File: src/rtl/conv_ctrl_pkg.sv
// Shared types and helpers for the conv_3x3 frame sequencer.
package conv_ctrl_pkg;

   typedef enum logic [2:0] {
      ST_IDLE   = 3'd0,
      ST_LOAD_W = 3'd1,
      ST_CLR    = 3'd2,
      ST_STREAM = 3'd3,
      ST_DRAIN  = 3'd4,
      ST_FIN    = 3'd5
   } ctrl_state_t;

   localparam int N_TAPS = 9;
   localparam logic [3:0] LAST_TAP = 4'd8;

   // Weight memory address: kernel index above a 4-bit tap field.
   function automatic logic [31:0] tap_addr(input logic [31:0] kern, input logic [3:0] tap);
      return (kern * 32'd16) + {28'd0, tap};
   endfunction

   function automatic logic cfg_legal(input logic [15:0] w, input logic [15:0] h, input int nk,
                                      input int max_w, input int max_h, input int max_k);
      return (int'(w) >= 32'sd3) && (int'(w) <= max_w) &&
             (int'(h) >= 32'sd3) && (int'(h) <= max_h) &&
             (nk >= 32'sd1) && (nk <= max_k);
   endfunction

endpackage

File: src/rtl/conv_kernel_bank.sv
// Nine-tap weight register file feeding the engine's packed kernel input.
module conv_kernel_bank
   import conv_ctrl_pkg::*;
#(
   parameter int DATA_W = 8
) (
   input  logic                     clk,
   input  logic                     rst_n,
   input  logic                     we,
   input  logic [3:0]               idx,
   input  logic [DATA_W-1:0]        wdata,
   output logic [N_TAPS*DATA_W-1:0] kern
);

   logic [DATA_W-1:0] tap_q [N_TAPS];
   logic [DATA_W-1:0] tap_d [N_TAPS];

   always_comb begin
      for (int i = 0; i < N_TAPS; i++) begin
         if (we && (idx == 4'(i))) begin
            tap_d[i] = wdata;
         end else begin
            tap_d[i] = tap_q[i];
         end
      end
   end

   always_ff @(posedge clk or negedge rst_n) begin
      if (!rst_n) begin
         for (int i = 0; i < N_TAPS; i++) tap_q[i] <= '0;
      end else begin
         for (int i = 0; i < N_TAPS; i++) tap_q[i] <= tap_d[i];
      end
   end

   always_comb begin
      kern = '0;
      for (int i = 0; i < N_TAPS; i++) kern[i*DATA_W +: DATA_W] = tap_q[i];
   end

endmodule

File: src/rtl/conv_frame_ctrl.sv
// Frame sequencer: per kernel, load weights, clear the engine, stream one frame
// and pack the valid results kernel-major into result memory.
module conv_frame_ctrl
   import conv_ctrl_pkg::*;
#(
   parameter int DATA_W      = 8,
   parameter int ACC_W       = 24,
   parameter int MAX_WIDTH   = 1024,
   parameter int MAX_HEIGHT  = 1024,
   parameter int ADDR_W      = 20,
   parameter int NUM_KERNELS = 8,
   parameter int KIDX_W      = 3
) (
   input  logic                     clk,
   input  logic                     rst_n,
   input  logic                     start,
   input  logic [15:0]              img_width,
   input  logic [15:0]              img_height,
   input  logic [KIDX_W:0]          n_kern,
   input  logic                     stream_en,
   output logic                     busy,
   output logic                     done,
   output logic                     err,
   output logic                     img_rd_en,
   output logic [ADDR_W-1:0]        img_rd_addr,
   input  logic [DATA_W-1:0]        img_rd_data,
   output logic                     w_rd_en,
   output logic [KIDX_W+3:0]        w_rd_addr,
   input  logic [DATA_W-1:0]        w_rd_data,
   output logic                     conv_rst,
   output logic                     conv_in_valid,
   output logic [DATA_W-1:0]        conv_in_pixel,
   output logic [N_TAPS*DATA_W-1:0] conv_kern,
   input  logic                     conv_out_valid,
   input  logic [ACC_W-1:0]         conv_out_pixel,
   output logic                     res_wr_en,
   output logic [ADDR_W-1:0]        res_wr_addr,
   output logic [ACC_W-1:0]         res_wr_data
);

   localparam logic [ADDR_W-1:0] A_ONE = {{(ADDR_W-1){1'b0}}, 1'b1};

   ctrl_state_t         state_q, state_d;
   logic [KIDX_W-1:0]   kern_q, kern_d;
   logic [KIDX_W:0]     nk_q, nk_d, kern_inc_s;
   logic [ADDR_W-1:0]   wh_q, wh_d, owh_q, owh_d;
   logic [ADDR_W-1:0]   pix_q, pix_d, out_cnt_q, out_cnt_d, res_addr_q, res_addr_d;
   logic [3:0]          tap_q, tap_d, w_tap_s, wtap_q;
   logic                busy_q, busy_d, done_q, done_d, err_q, err_d, conv_rst_q, conv_rst_d;
   logic                w_rd_en_q, w_rd_en_d, img_rd_en_q, img_rd_en_d;
   logic [KIDX_W+3:0]   w_rd_addr_q, w_rd_addr_d;
   logic [ADDR_W-1:0]   img_rd_addr_q, img_rd_addr_d;
   logic                in_valid_q, wload_q, res_acc_s;

   // Results count only while a frame is in flight and only up to the expected number.
   assign res_acc_s = conv_out_valid && ((state_q == ST_STREAM) || (state_q == ST_DRAIN)) &&
                      (out_cnt_q < owh_q);
   assign kern_inc_s = {1'b0, kern_q} + {{KIDX_W{1'b0}}, 1'b1};

   always_comb begin
      state_d       = state_q;
      kern_d        = kern_q;
      nk_d          = nk_q;
      wh_d          = wh_q;
      owh_d         = owh_q;
      tap_d         = tap_q;
      pix_d         = pix_q;
      busy_d        = busy_q;
      done_d        = 1'b0;
      err_d         = 1'b0;
      conv_rst_d    = 1'b0;
      w_rd_en_d     = 1'b0;
      w_tap_s       = 4'd0;
      img_rd_en_d   = 1'b0;
      img_rd_addr_d = img_rd_addr_q;
      if (res_acc_s) begin
         out_cnt_d  = out_cnt_q + A_ONE;
         res_addr_d = res_addr_q + A_ONE;
      end else begin
         out_cnt_d  = out_cnt_q;
         res_addr_d = res_addr_q;
      end

      case (state_q)
         ST_IDLE: begin
            if (start) begin
               nk_d  = n_kern;
               wh_d  = ADDR_W'(32'(img_width) * 32'(img_height));
               owh_d = ADDR_W'((32'(img_width) - 32'd2) * (32'(img_height) - 32'd2));
               if (cfg_legal(img_width, img_height, int'(n_kern), MAX_WIDTH, MAX_HEIGHT, NUM_KERNELS)) begin
                  state_d    = ST_LOAD_W;
                  busy_d     = 1'b1;
                  kern_d     = '0;
                  res_addr_d = '0;
                  out_cnt_d  = '0;
                  w_rd_en_d  = 1'b1;
                  w_tap_s    = 4'd0;
                  tap_d      = 4'd1;
               end else begin
                  state_d = ST_FIN;
                  done_d  = 1'b1;
                  err_d   = 1'b1;
               end
            end else begin
               state_d = ST_IDLE;
            end
         end
         ST_LOAD_W: begin
            if (tap_q <= LAST_TAP) begin
               w_rd_en_d = 1'b1;
               w_tap_s   = tap_q;
               tap_d     = tap_q + 4'd1;
            end else begin
               tap_d = tap_q;
            end
            // Leave once the word for the last tap has landed in the bank.
            if (wload_q && (wtap_q == LAST_TAP)) begin
               state_d    = ST_CLR;
               conv_rst_d = 1'b1;
            end else begin
               state_d = ST_LOAD_W;
            end
         end
         ST_CLR: begin
            state_d = ST_STREAM;
            if (stream_en) begin
               img_rd_en_d   = 1'b1;
               img_rd_addr_d = '0;
               pix_d         = A_ONE;
            end else begin
               pix_d = '0;
            end
         end
         ST_STREAM: begin
            if (stream_en && (pix_q < wh_q)) begin
               img_rd_en_d   = 1'b1;
               img_rd_addr_d = pix_q;
               pix_d         = pix_q + A_ONE;
               if (pix_q == (wh_q - A_ONE)) begin
                  state_d = ST_DRAIN;
               end else begin
                  state_d = ST_STREAM;
               end
            end else begin
               state_d = ST_STREAM;
            end
         end
         ST_DRAIN: begin
            if (out_cnt_q == owh_q) begin
               if (kern_inc_s < nk_q) begin
                  kern_d    = kern_inc_s[KIDX_W-1:0];
                  state_d   = ST_LOAD_W;
                  out_cnt_d = '0;
                  w_rd_en_d = 1'b1;
                  w_tap_s   = 4'd0;
                  tap_d     = 4'd1;
               end else begin
                  state_d = ST_FIN;
                  done_d  = 1'b1;
                  busy_d  = 1'b0;
               end
            end else begin
               state_d = ST_DRAIN;
            end
         end
         ST_FIN: begin
            state_d = ST_IDLE;
         end
         default: begin
            state_d = ST_IDLE;
            busy_d  = 1'b0;
         end
      endcase

      if (w_rd_en_d) begin
         w_rd_addr_d = (KIDX_W+4)'(tap_addr(32'(kern_d), w_tap_s));
      end else begin
         w_rd_addr_d = w_rd_addr_q;
      end
   end

   always_ff @(posedge clk or negedge rst_n) begin
      if (!rst_n) begin
         state_q       <= ST_IDLE;
         kern_q        <= '0;
         nk_q          <= '0;
         wh_q          <= '0;
         owh_q         <= '0;
         tap_q         <= 4'd0;
         pix_q         <= '0;
         out_cnt_q     <= '0;
         res_addr_q    <= '0;
         busy_q        <= 1'b0;
         done_q        <= 1'b0;
         err_q         <= 1'b0;
         conv_rst_q    <= 1'b1;
         w_rd_en_q     <= 1'b0;
         w_rd_addr_q   <= '0;
         img_rd_en_q   <= 1'b0;
         img_rd_addr_q <= '0;
         in_valid_q    <= 1'b0;
         wload_q       <= 1'b0;
         wtap_q        <= 4'd0;
      end else begin
         state_q       <= state_d;
         kern_q        <= kern_d;
         nk_q          <= nk_d;
         wh_q          <= wh_d;
         owh_q         <= owh_d;
         tap_q         <= tap_d;
         pix_q         <= pix_d;
         out_cnt_q     <= out_cnt_d;
         res_addr_q    <= res_addr_d;
         busy_q        <= busy_d;
         done_q        <= done_d;
         err_q         <= err_d;
         conv_rst_q    <= conv_rst_d;
         w_rd_en_q     <= w_rd_en_d;
         w_rd_addr_q   <= w_rd_addr_d;
         img_rd_en_q   <= img_rd_en_d;
         img_rd_addr_q <= img_rd_addr_d;
         in_valid_q    <= img_rd_en_q;
         wload_q       <= w_rd_en_q;
         wtap_q        <= w_rd_addr_q[3:0];
      end
   end

   conv_kernel_bank #(.DATA_W(DATA_W)) u_bank (
      .clk   (clk),
      .rst_n (rst_n),
      .we    (wload_q),
      .idx   (wtap_q),
      .wdata (w_rd_data),
      .kern  (conv_kern)
   );

   // The memory's output register is the pixel pipeline stage; mask it when no read returned.
   assign conv_in_pixel = in_valid_q ? img_rd_data : '0;
   assign conv_in_valid = in_valid_q;
   assign busy          = busy_q;
   assign done          = done_q;
   assign err           = err_q;
   assign conv_rst      = conv_rst_q;
   assign w_rd_en       = w_rd_en_q;
   assign w_rd_addr     = w_rd_addr_q;
   assign img_rd_en     = img_rd_en_q;
   assign img_rd_addr   = img_rd_addr_q;
   assign res_wr_en     = res_acc_s;
   assign res_wr_addr   = res_addr_q;
   assign res_wr_data   = res_acc_s ? conv_out_pixel : '0;

endmodule

File: config.mk
export PLATFORM = sky130hd
export DESIGN_NAME = conv_frame_ctrl
export DESIGN_NICKNAME = d
export VERILOG_FILES = /design/src/rtl/conv_ctrl_pkg.sv /design/src/rtl/conv_kernel_bank.sv /design/src/rtl/conv_frame_ctrl.sv
export SDC_FILE = /design/constraint.sdc
export NUM_CORES = 1
export LEC_CHECK = 0
export BUFFER_PORTS_ARGS = -buffer_cell sky130_fd_sc_hd__clkbuf_2
export CORE_AREA = 2 2 266 216
export CTS_CLUSTER_SIZE = 24
export DETAILED_ROUTE_END_ITERATION = 12
export DIE_AREA = 0 0 268 218
export PLACE_DENSITY = 0.59
export SLEW_MARGIN = 20
export SYNTH_ARGS = -nofsm -noshare
export SYNTH_HDL_FRONTEND = slang
export SYNTH_SLANG_ARGS = --single-unit
File: constraint.sdc
create_clock -name clk -period 4.4 [get_ports clk]
set_input_delay 0.22 -clock clk [delete_from_list [all_inputs] [get_ports clk]]
set_output_delay 0.22 -clock clk [all_outputs]
set_load 0.02 [all_outputs]
; Word-level counts from Yosys, hierarchy flattened
; Cells that the tools add are included.
[totals]
register_bits = 225
in_bits = 81
out_inout_bits = 159
word_cells = 163
[op_classes]
n_addsub = 9
multipliers = 2
n_lt_le_gt_ge = 10
eq_ne = 23
mux = 61
n_bitwise = 1
reduce_logical = 28
[ops]
columns = operator, count
row1 = $mux W20, 12
row2 = $pmux W20 S2, 3
row3 = $add A20 B1 Y20 const B, 3
row4 = $eq A20 B20 Y1, 2
row5 = $lt A20 B20 Y1, 2
row6 = $sub A16 B2 Y17 const B, 2
row7 = $ge A16 B2 Y1 const B, 2
row8 = $le A16 B11 Y1 const B, 2
row9 = $mux W3, 10
row10 = $mux W4, 7
row11 = $mux W24, 1
row12 = $mul A16 B16 Y20, 1
row13 = $mul A17 B17 Y20, 1
row14 = $sub A20 B1 Y20 const B, 1
row15 = $mux W1, 19
row16 = $logic_and A1 B1 Y1, 17
row17 = $eq A4 B3 Y1 const B, 4
row18 = $pmux W3 S5, 1
row19 = $pmux W4 S3, 1
row20 = $ne A2 B2 Y1 const B, 5
row21 = $eq A4 B2 Y1 const B, 2
row22 = $le A4 B4 Y1 const B, 2
row23 = $mux W8, 1
row24 = $add A7 B4 Y7, 1
row25 = other kinds (25), 32

; Logic depth before layout (Yosys ltp)
[depth]
ltp_word = 10
mapped_depth = 29
depth_no_buf = 26

; Hierarchy
; A second synthesis with hierarchy kept.
[unflattened]
hier_cells = 2599
hier_area_um2 = 23729.0
[modules_own_cells]
columns = mod, instances, cells_per_inst, area_each_um2, seq_area_each_um2
row1 = conv_frame_ctrl, 1, 2438, 20930.1, 3804.9
row2 = conv_kernel_bank, 1, 161, 2798.9, 1801.7

; Least setup slack after synthesis
; Ideal clock, no wire load.
[synth_timing]
path_kind = input to register
startpoint = in img_height[1]
endpoint = reg owh_q[19]
setup_time_ps = 131
t_arrival_ps = 6453
required_time_ps = 4269
slack_ps = -2184
stages = 26
n_path_buf = 2
path_cell_list = clkbuf_1 > inv_1 > ha_1 > nand2b_1 > nor4_1 > xnor2_1 > clkbuf_1 > nor2_1 > fa_1 > inv_1 > fa_1 > fa_1 > fa_1 > inv_1 > fa_1 > inv_1 > fa_1 > inv_1 > ha_1 > and3_1 > a311oi_1 > a21oi_1 > a31oi_1 > o21ai_0 > xnor2_1 > o21ai_1
[synth_via]
elab_chain_len = 2
[synth_lines]
columns = item, line_no
row1 = "start, declared", conv_frame_ctrl.sv:18  ; input logic [15:0] img_height,
row2 = $sub A16 B2 Y17, conv_frame_ctrl.sv:89  ; owh_d = ADDR_W'((32'(img_width) - 32'd2) * (32'(img_height) - 32'd2));
row3 = $mul A17 B17 Y20, conv_frame_ctrl.sv:89
row4 = "end signal, assigned", conv_frame_ctrl.sv:209  ; owh_q <= owh_d;
row5 = "end, declared", conv_frame_ctrl.sv:46  ; logic [ADDR_W-1:0] wh_q, wh_d, owh_q, owh_d;
; Every way passes these cells.
; A chain may end at the register's enable or synchronous reset.

; Final worst setup path
[layout_timing]
startpoint = in img_height[5]
endpoint = reg owh_q[19]
; Same word-level chain as after synthesis.

==> flow_summary.ini <==
[detailed_routing]
viasPerCell = 5.095
drt_first_pass_iters = 5
drt-wirelength-per-cell_um = 17.31
drc = 0
detail-route-antenna-nets = 0
drt_wl_total_um = 66540
via_count = 19591
drtIter0Drc = 1417

[synthesis]
synthArstFlopShare_pct = 100.0
synth_ff_type = dfrtp_1
synth_adder_area_share_pct = 32.16
yosysWarnings = 0
yosys.area.top_type = dfrtp_1
seq_area_frac_synth_pct = 23.59
syn_area_mm2 = 0.02377
synth-compound-area-share_pct = 6.559
avgSynthCellArea_um2 = 9.103
synth-xor-area-share_pct = 6.338
synth.area.top_cells = dfrtp_1, fa_1, ha_1
synth.top_cell.area_share_pct = 23.48
syn_inst = 2611
yosys.area_share.simple_pct = 18.62
synthMuxAreaShare_pct = 4.106
synth_edf_count = 0
synth_top_family_by_area = adder cells
ys_ff_latch = 224
synth_nets = 3141
synth_cell_types = 76

[floorplan]
num_rows = 78
fp.dieW_um = 268
die_h_um = 218
core-area_mm2 = 0.05592
initial_utilization_pct = 42.50
die_area_mm2 = 0.05842
ios = 240

[critical_path]
r2r_start = state_q[1]
criticalPathCategory = in -> reg
critPathSlowestCell = or4_4
ff2ff_setup_slack_ps = 560
endpoint_kind = flop
worstPathRequired_ps = 4790
slowest_delay_ps = 540
crit_start = img_height[5]
crit_chain = buf_6 > or4_4 > or3_4 > buf_6 > nor3_4 > xnor2_2 > or2_4 > fa_1 > fa_1 > fa_1 > fa_1 > fa_1 > fa_2 > xnor2_2 > xnor2_1 > xnor2_1 > xnor2_1 > xnor2_1 > xnor3_1 > xnor2_1 > o21ai_1
start_kind = input port
arrival_ps = 6160
path_max_fanout = 5

[global_route]
grt_pass1_vias = 20400
grt_start_max_net_pins = 109
track_usage_pct = 23.37
grt_antenna_before_repair = 1
grt_pass1_wl_um = 109000
gr-total-overflow = 0

[clocking]
clock_latency_ps = 540
clk_root_buffer_cell = clkbuf_16
cts_tree = yes
cts.htree.levels = 1
clkSinkCount = 224
clk_pin_slew_ps = 70
cts_buffers = 24
cts.path.max_buffers = 3

[sta]
finClkSkew_ps = 29.82
period_needed_ps = 5770
tightest_slew_ps = 949.8
finalHoldViolations = 0
max_slew_margin_pct = 36.68
slew_viol_final = 0
finalCritPeriodShare_pct = 131.1
rsz0062_at_grt = true
fin_setup_tns_ps = -13970
finalSetupViolations = 18
hold_ws_ps = 108.1
max_freq_mhz = 173.3
fin_ws_ps = -1370

[power_and_ir_drop]
cellPowerDensity_mw_per_mm2 = 820.9
seq_power_share_pct = 12.9
power.switching_mw = 11.16
pwr-share-comb_pct = 78.6
power_frac_clock_pct = 8.5
power_switching_share_pct = 44.69
leakage_nw = 15.15
ir_drop_uv = 1019
internal_power_mw = 13.81

[hold_path]
hold_class = in -> reg
hold_start = w_rd_data[3]

[final_layout]
fillerInstances = 4994
final_area_mm2 = 0.03041
layout-area-overhead-vs-synth_pct = 27.94
drive_gt1_share_pct = 29.14
n_antenna_cell = 0
nets = 3597

[placed_design]
placed_area_mm2 = 0.02789
dp_hpwl_um = 51770
place_congestion = 0.8977
io_buffer_count = 239

[outcome]
status = finished, violations left
violations = setup timing

[run]
max-cap-violations = 0
[cell type report]
cell class / count / area (um^2) / area share [%]
Multi-Input combinational cell: 1844 / 17420 / 57.30
Sequential cell: 224 / 5607 / 18.44
Timing Repair Buffer: 545 / 3976 / 13.08
Inverter: 428 / 1619 / 5.324
Tap cell: 760 / 950.9 / 3.127
Clock buffer: 32 / 700.7 / 2.304
Clock inverter: 12 / 131.4 / 0.4320
[flip-flops by register name, indices dropped and copies added (netlist names), 3 cells and up]
name,count
img_rd_addr,20
kern_q,3
nk_q,4
out_cnt_q,20
owh_q,19
pix_q,20
res_wr_addr,20
state_q,3
tap_q,4
u_bank.kern,72
w_rd_addr,7
wh_q,20
wtap_q,4
[through the flow]
step                std cells  setup WS [ps]  power (mW)  utilization [%]
global route             3845          -1573       27.40            54.38
global placement         3739          -2031       19.84            49.87
floorplan                2611          -1636       14.74                -
finish                   3845          -1370       24.96            54.38
detailed placement       3739          -2087       20.33            49.87
CTS                      3819          -1355       24.14            53.36
[power groups by stage]
stage               logic [mW]  clock network, mW  registers [mW]
floorplan                 11.2                  0            3.52
global placement          16.6                  0            3.23
detailed placement        17.1                  0            3.26
CTS                       18.7               2.17            3.23
global route              21.8               2.26            3.32
finish                    19.6               2.11            3.23
[timing repair]
| item | in CTS | in global routing |
|---|---|---|
| cloned | 2 | 0 |
| setup buffers | 30 | 31 |
| setup endpoints to repair | 21 | 21 |
| pin swaps | 94 | 94 |
| endpoints found under the hold margin | 108 | 0 |
| gates resized for setup | 155 | 126 |
| hold buffers | 5 | 0 |
[cells in the mapped netlist, types with 11 or more instances]
cell	n
a41oi_1	19
a21o_1	23
and3_1	23
nand3_1	40
xnor2_1	98
nand2_1	305
nor2b_1	49
dfrtp_1	223
nor2_1	185
nand4_1	41
mux2i_1	12
o21ai_0	83
or2_2	23
fa_1	270
and2_1	114
ha_1	179
inv_1	427
xor2_1	67
or4_1	12
a21oi_1	38
clkbuf_1	106
mux2_2	76
o31ai_1	11
nand2b_1	29
nor3_1	29
[cell usage in the layout (no fill, tap or decap), types with 11 or more instances in the layout]
master / n
a21o_1: 23
a21oi_1: 27
a41oi_1: 19
and2_1: 108
and3_1: 21
buf_4: 246
buf_6: 36
buf_8: 15
clkbuf_16: 25
clkbuf_2: 226
clkbuf_8: 11
dfrtp_1: 223
fa_1: 258
fa_2: 12
ha_1: 140
ha_4: 29
inv_1: 393
inv_2: 33
mux2_2: 76
mux2i_1: 12
nand2_1: 284
nand2_2: 14
nand2b_1: 27
nand3_1: 35
nand4_1: 41
nor2_1: 171
nor2_2: 11
nor2b_1: 47
nor3_1: 23
o21ai_0: 63
o21ai_1: 19
or2_2: 13
or4_1: 12
xnor2_1: 83
xnor2_2: 13
xor2_1: 60
[cell families (layout without fill, tap and decap cells)]
group | count (synthesis) | count (layout)
simple gates | 898 | 898
buf+inv | 543 | 1017
fa+ha+maj | 449 | 449
compound gates | 241 | 241
flops | 224 | 224
xor+xnor | 168 | 168
mux | 88 | 88
[metal layers]
metal / global-route usage, % / vias up / wire length, um
met4: 4.655 / 2 / 1282
met1: 33.44 / 9822 / 30620
met3: 2.608 / 83 / 3268
met2: 38.39 / 491 / 31350
li1: - / 9193 / -
met5: 0 / - / 13
[worst paths after layout]
kind                                    to  cells after the start
max in group asynchronous    out_cnt_q[14]                      3
min                         u_bank.kern[3]                      2
max reg2reg                res_wr_addr[17]                      8
min reg2reg                        wload_q                      0
min in group asynchronous   img_rd_addr[9]                      2
max                              owh_q[19]                     21
[worst max-delay path, delay by kind of cell]
family	cells	cell delay, ps
fa+ha+maj	6	2790
simple gates	4	1430
xor+xnor	8	1400
buf+inv	2	230
compound gates	1	80
No activity file was read; power rests on OpenSTA's default activity.
